--- config.mk ---
export PLATFORM = sky130hd
export DESIGN_NAME = dual_issue_scoreboard
export DESIGN_NICKNAME = d
export VERILOG_FILES = /design/src/rtl/dual_issue_scoreboard.sv
export SDC_FILE = /design/constraint.sdc
export NUM_CORES = 1
export LEC_CHECK = 0
export CAP_MARGIN = 20
export CORE_ASPECT_RATIO = 1.1
export CORE_MARGIN = 8
export CORE_UTILIZATION = 55
export DETAILED_ROUTE_END_ITERATION = 7
export PLACE_DENSITY = 0.85
export REMOVE_ABC_BUFFERS = 1
export SETUP_SLACK_MARGIN = 0.02
export SLEW_MARGIN = 20
export SYNTH_ARGS = -nofsm -noshare
export SYNTH_HDL_FRONTEND = slang
export SYNTH_SLANG_ARGS = --single-unit
--- constraint.sdc ---
create_clock -name clk -period 10.6 [get_ports clk]
set_input_delay 3.18 -clock clk [delete_from_list [all_inputs] [get_ports clk]]
set_output_delay 3.18 -clock clk [all_outputs]
set_load 0.005 [all_outputs]
--- src/rtl/dual_issue_scoreboard.sv ---
`default_nettype none
// ============================================================================
// Module   : dual_issue_scoreboard
// Brief    : In-order dual-issue register scoreboard. Tracks pending register
//            writes, decides per-cycle issue of an older/younger instruction
//            pair, and counts stall cycles with saturation.
// Revision : 1.0 - initial release
// ============================================================================
module dual_issue_scoreboard #(
  // Architectural registers tracked (2..32); register 0 is the $zero register.
  parameter int NREG = 32
) (
  input  logic            clk,
  input  logic            reset_n,
  // Slot 0 (older) and slot 1 (younger) decoded instructions
  input  logic            in_valid0,
  input  logic            in_valid1,
  input  logic [4:0]      rs0,
  input  logic [4:0]      rt0,
  input  logic [4:0]      rd0,
  input  logic [4:0]      rs1,
  input  logic [4:0]      rt1,
  input  logic [4:0]      rd1,
  input  logic            use_rs0,
  input  logic            use_rt0,
  input  logic            use_rs1,
  input  logic            use_rt1,
  input  logic            we0,
  input  logic            we1,
  // Register-file writeback ports
  input  logic            regwrite,
  input  logic            regwrite1,
  input  logic [4:0]      wrreg,
  input  logic [4:0]      wrreg1,
  // Issue decision and status
  output logic            issue0,
  output logic            issue1,
  output logic            stall,
  output logic [NREG-1:0] busy,
  output logic [15:0]     stall_cnt
);

  localparam logic [15:0] CNT_MAX = 16'hFFFF;

  logic [NREG-1:0] busy_q;
  logic [NREG-1:0] busy_d;
  logic [15:0]     stall_cnt_q;
  logic [15:0]     stall_cnt_d;

  // Busy vector widened to the full 5-bit register space so every register
  // number can index it directly; bit 0 and untracked registers read as idle.
  logic [31:0]     busy_ext;

  for (genvar gi = 0; gi < 32; gi++) begin : g_busy_ext
    if (gi > 0 && gi < NREG) begin : g_live
      assign busy_ext[gi] = busy_q[gi];
    end else begin : g_dead
      assign busy_ext[gi] = 1'b0;
    end
  end

  // Per-source readiness. Each slot may only use write-through from its own
  // writeback port; a same-cycle write on the other port does not count.
  logic rs0_rdy, rt0_rdy, rs1_rdy, rt1_rdy;
  logic rd0_free, rd1_free;
  logic raw_hz, waw_hz;
  logic slot0_ok, slot1_ok;

  // Source readiness, destination availability and intra-pair hazards
  always_comb begin
    rs0_rdy  = !use_rs0 || !busy_ext[rs0] || (regwrite  && (wrreg  == rs0));
    rt0_rdy  = !use_rt0 || !busy_ext[rt0] || (regwrite  && (wrreg  == rt0));
    rs1_rdy  = !use_rs1 || !busy_ext[rs1] || (regwrite1 && (wrreg1 == rs1));
    rt1_rdy  = !use_rt1 || !busy_ext[rt1] || (regwrite1 && (wrreg1 == rt1));
    rd0_free = !we0 || (rd0 == 5'd0) || !busy_ext[rd0];
    rd1_free = !we1 || (rd1 == 5'd0) || !busy_ext[rd1];
    // Younger slot reads a register the older slot is about to write
    raw_hz   = we0 && (rd0 != 5'd0) &&
               ((use_rs1 && (rs1 == rd0)) || (use_rt1 && (rt1 == rd0)));
    // Both slots write the same non-zero register
    waw_hz   = we0 && we1 && (rd0 != 5'd0) && (rd0 == rd1);
    slot0_ok = rs0_rdy && rt0_rdy && rd0_free;
    slot1_ok = rs1_rdy && rt1_rdy && rd1_free && !raw_hz && !waw_hz;
  end

  // Issue decision: slot 1 only ever issues alongside slot 0 to keep order
  always_comb begin
    issue0 = in_valid0 && reset_n && slot0_ok;
    issue1 = issue0 && in_valid1 && slot1_ok;
    stall  = reset_n && in_valid0 && !issue0;
  end

  // Next busy state: clears from writeback, then sets from issue so that a
  // same-edge set overrides a clear on the same register
  always_comb begin
    busy_d = busy_q;
    for (int r = 1; r < NREG; r++) begin
      if ((regwrite && (wrreg == 5'(r))) || (regwrite1 && (wrreg1 == 5'(r)))) begin
        busy_d[r] = 1'b0;
      end
      if ((issue0 && we0 && (rd0 == 5'(r))) || (issue1 && we1 && (rd1 == 5'(r)))) begin
        busy_d[r] = 1'b1;
      end
    end
    busy_d[0] = 1'b0;
  end

  // Next stall count, holding at the maximum value
  always_comb begin
    stall_cnt_d = stall_cnt_q;
    if (stall && (stall_cnt_q != CNT_MAX)) begin
      stall_cnt_d = stall_cnt_q + 16'd1;
    end
  end

  // State registers; reset discards any writes still in flight
  always_ff @(posedge clk) begin
    if (!reset_n) begin
      busy_q      <= '0;
      stall_cnt_q <= 16'd0;
    end else begin
      busy_q      <= busy_d;
      stall_cnt_q <= stall_cnt_d;
    end
  end

  assign busy      = busy_q;
  assign stall_cnt = stall_cnt_q;

endmodule
`default_nettype wire

== Yosys cells after proc, flatten, opt, wreduce, memory -nomap -nowiden ==
Index checks and enable logic that the tools add are counted.
Storage, ports and cells
  bits in registers: 48
  bits of input ports: 52
  output and inout bits: 51
  logic and storage cells: 519
Cells by class
  $add $sub $neg: 1
  magnitude comparators: 6
  equality and inequality tests: 132
  mux-type cells: 74
  reductions and logical operators: 273
Operators by type and width (count)
  5-bit equality test (second input constant): 64
  5-bit by 4-bit equality test with 1-bit output (second input constant): 32
  1-bit logical AND: 149
  5-bit by 3-bit equality test with 1-bit output (second input constant): 16
  1-bit logical OR: 75
  1-bit 2-to-1 mux: 68
  2-bit nonzero test: 31
  5-bit by 2-bit equality test with 1-bit output (second input constant): 8
  5-bit by 6-bit < comparator with 1-bit output (second input constant): 6
  5-bit equality test: 7
  1-bit binary-select mux with 5-bit select: 6
  5-bit by 1-bit equality test with 1-bit output (second input constant): 4
  16-bit by 1-bit adder with 16-bit output (second input constant): 1
  16-bit inequality test (second input constant): 1
  1-bit logical NOT: 15
  5-bit logical NOT: 2
  5-bit nonzero test: 1

== Logic depth before layout (Yosys ltp) ==
  depth after elaboration: 14
  gate-level depth with buffers: 12
  depth with buffers taken out: 7

== Least setup slack after synthesis ==
No wires, ideal clock.
  path type: in2out
  from: input rs1[2]
  to: output issue1
  arrival time: 5101 ps
  data required time: 7420 ps
  setup slack: 2319 ps
  stages: 8
  cell sequence: buf_6 -> mux4_1 -> mux4_2 -> and4b_4 -> nor4_4 -> nand3_2 -> buf_6 -> inv_1
On the way
  longest elaborated chain between the ends: 10
  elaborated cells on any way between the ends: 17
  classes of those cells: eq/ne: 2; mux: 2; reduce/logical: 13
Ends and longest elaborated chain
  start: declaration: RTL line 21  | input logic [4:0] rs1,
  1-bit binary-select mux with 5-bit select: RTL line 73  | rs1_rdy = !use_rs1 || !busy_ext[rs1] || (regwrite1 && (wrreg1 == rs1));
  1-bit 2-to-1 mux (not written as such): RTL line 73
  1-bit logical NOT: RTL line 73
  1-bit logical OR (2 in a row): RTL line 73
  1-bit logical AND (2 in a row): RTL line 83  | slot1_ok = rs1_rdy && rt1_rdy && rd1_free && !raw_hz && !waw_hz;
  1-bit logical AND (*) (2 in a row): RTL line 83
  1-bit logical AND (*): RTL line 89  | issue1 = issue0 && in_valid1 && slot1_ok;
  end: declaration: RTL line 37  | output logic issue1,
Mark *: on every way between the ends. The rest lies on a longest branch, timed or not. The select of a mux whose other input is x is not followed.

== Final worst setup path ==
  from: input rd0[0]
  to: output issue1
On the way
  longest elaborated chain between the ends: 8
  elaborated cells on any way between the ends: 25
  classes of those cells: eq/ne: 3; mux: 2; reduce/logical: 20
Ends and longest elaborated chain
  start: declaration: RTL line 20  | input logic [4:0] rd0,
  1-bit binary-select mux with 5-bit select / 5-bit equality test (equally long branches): RTL line 75, 79
  1-bit 2-to-1 mux (not written as such) / 1-bit logical AND (equally long branches): RTL line 75, 79
  1-bit logical NOT / 1-bit logical OR (equally long branches): RTL line 75, 79
  1-bit logical OR / 1-bit logical AND (equally long branches): RTL line 75, 78
  1-bit logical AND / 1-bit logical NOT (equally long branches): RTL line 82, 83
  1-bit logical AND (on tied branches): RTL line 88, 83
  1-bit logical AND (on tied branches): RTL line 89, 83
  1-bit logical AND (*): RTL line 89
Marked as above.

==> out/results.ini <==
[status]
outcome=finished clean

[synth]
synthTopCellsByArea=dfxtp_1 18%, mux4_2 15%, mux2i_1 6.5%
synthFlopType=dfxtp_1
synth_seq_cells=47
ys_seq_area_frac=0.185
yosysTopAreaCell=dfxtp_1
ys_async_sr_fraction=0
synth.distinct_cells=60
synth-edff-count=0
syn_area_um2=5100
syn_inst=605
yosys_warnings=0
synth_top_area_frac=0.185
syn_avg_cell_area_um2=8.43

[route]
postRouteAntennaNets=0
drc=0
vias=5611
drtIter0Drc=771
drtPass1Iterations=6
wire_per_inst_um=26.2
viasPerCell=7.29
wirelength_um=20200

[cells_and_area]
antenna_cells=0
final_common_cell=clkdlybuf4s50_1
num-nets-final=705
most-common-layout-cells=101 x clkdlybuf4s50_1, 67 x nand2_1, 47 x nor2_1, 47 x dfxtp_1, 35 x o31ai_1
synthToLayoutAreaGrowth_pct=19.0
drive_above_1_share=0.0995

[placed_design]
dp_hpwl_um=14500
port_buffers=101
gp_congestion=1.00

[power]
combinationalPowerShare=0.274
peakVddDrop_v=0.0000902
clockPowerShare=0.313
p_int_uw=299
p_seq_frac=0.412
swShare=0.318
p_per_area_nw_per_um2=72.2
p_leak_uw=0.00198
power.switching_uw=140
total_power_uw=438

[clocking]
path_clk_slew_ns=0.09
htreeDepth=2
cts_buffer_depth=2
cts_resized=0
root_buffer=clkbuf_8
cts_num_sinks=47
clk_latency_ns=0.31
ctsHoldBuffers=0
cts_buffers=5
post_cts_buffers=0
cts_tree=yes

[critical_path]
cp-end-kind=primary output
startpoint_type=input port
crit_type=in2out
crit_required_ns=7.42
crit_fanout=32
crit_arrival_ns=6.49

[grt]
grt_usage=0.313
grt_pass1_wl_um=30500
grt_max_degree=54
globalRoute.totalOverflow=0
antenna_found_initial=0
grt_pass1_vias=5532

[floorplanning]
start_util=0.556
coreArea_um2=9170
die_y_um=117
top_level_ports=103
die-width_um=108
num_rows=37
die-area_um2=12600

[timing]
finalCriticalPeriod_ns=9.67
finClkSkew_ns=0.00889
rsz0062_at_grt=no
setup-tns-final_ns=0
setup_viol=0
worst_pin_slew_ns=1.05
maxSlewViolCount=0
clock.fmax_ghz=0.103
fin_crit_sh=0.912
hold_viol_final=0
slew_headroom=0.300

[min_path]
hold_class=reg2reg

[job]
maxCapViolCount=0

[sequential cells by signal, indices dropped and copies added (netlist names)]
name,flops
busy,31
stall_cnt,16
[cell type report]
type                    count  area [um2]
flip-flops and latches     47         941
multi-input cells         483        3790
inverters                  10        37.5
well taps                 117         146
fillers                   754        3100
clock inverters             3        46.3
clock buffers               5        68.8
repair buffers            105        1040
[power by group through the flow]
stage	Sequential [uW]	Combinational, uW	Clock (uW)
6_report	181	120	137
5_1_grt	181	127	143
4_1_cts	180	118	136
3_5_place_dp	185	117	0
3_3_place_gp	184	114	0
2_1_floorplan	183	53.1	0
[synth_stat cells, types with 7 or more instances]
library cell and instances:
mux4_2 34, dfxtp_1 47, buf_2 13, xnor2_1 15, nor2_1 47, nor4_1 7
nand4_1 13, nand2_1 67, a21oi_1 9, a31oi_1 33, nor3_1 7, o31ai_1 35
nand3_1 25, inv_1 10, buf_6 8, mux4_1 7, o21ai_0 9, or4_1 7
nor2b_1 8, xor2_1 20, o22ai_1 29, clkbuf_1 37, mux2i_1 33, nand2b_1 10
[critical path, stage by stage]
cell and delay [ns]:
clkdlybuf4s50_1 1.01, mux4_2 0.36, mux2i_1 0.07, a32o_1 0.27
or4_1 0.44, o211a_1 0.23, nand3_2 0.08, buf_4 0.30
inv_1 0.07, clkdlybuf4s50_1 0.45
[routing by layer]
metal  track usage  routed length [um]  up-vias
li1              -                   -     2411
met1         0.376                7100     2628
met2         0.517                9350      475
met3        0.0701                2660       97
met4         0.159                1040        0
met5             0                   0        -
[logic make-up after synthesis]
kind of cell,synth area share
AND/OR/NAND/NOR,0.230
AO/OA/AOI/OAI,0.185
multiplexers,0.264
buffers and inverters,0.0724
flip-flops,0.185
XOR/XNOR,0.0601
adder cells (fa/ha/maj),0.00245
other,0.000735
[path summary, 6_finish.rpt]
path	start	end	slack, ns	depth (start not counted)
setup reg to reg	busy[23]	busy[6]	7.42	8
hold / removal	stall_cnt[7]	stall_cnt[7]	0.51	2
hold reg to reg	stall_cnt[7]	stall_cnt[7]	0.51	2
setup / recovery	rd0[0]	issue1	0.93	10
[stage by stage]
step	hold slack [ns]	setup WS (ns)	cells	util	cell area, um2
floorplan	0.470	1.52	540	-	4770
global placement	0.472	1.03	762	0.650	5950
detailed placement	0.481	0.949	762	0.650	5950
CTS	0.500	0.944	770	0.662	6070
global route	0.520	0.764	770	0.662	6070
finish	0.507	0.933	770	0.662	6070
Power figures use the tool's default switching activity.
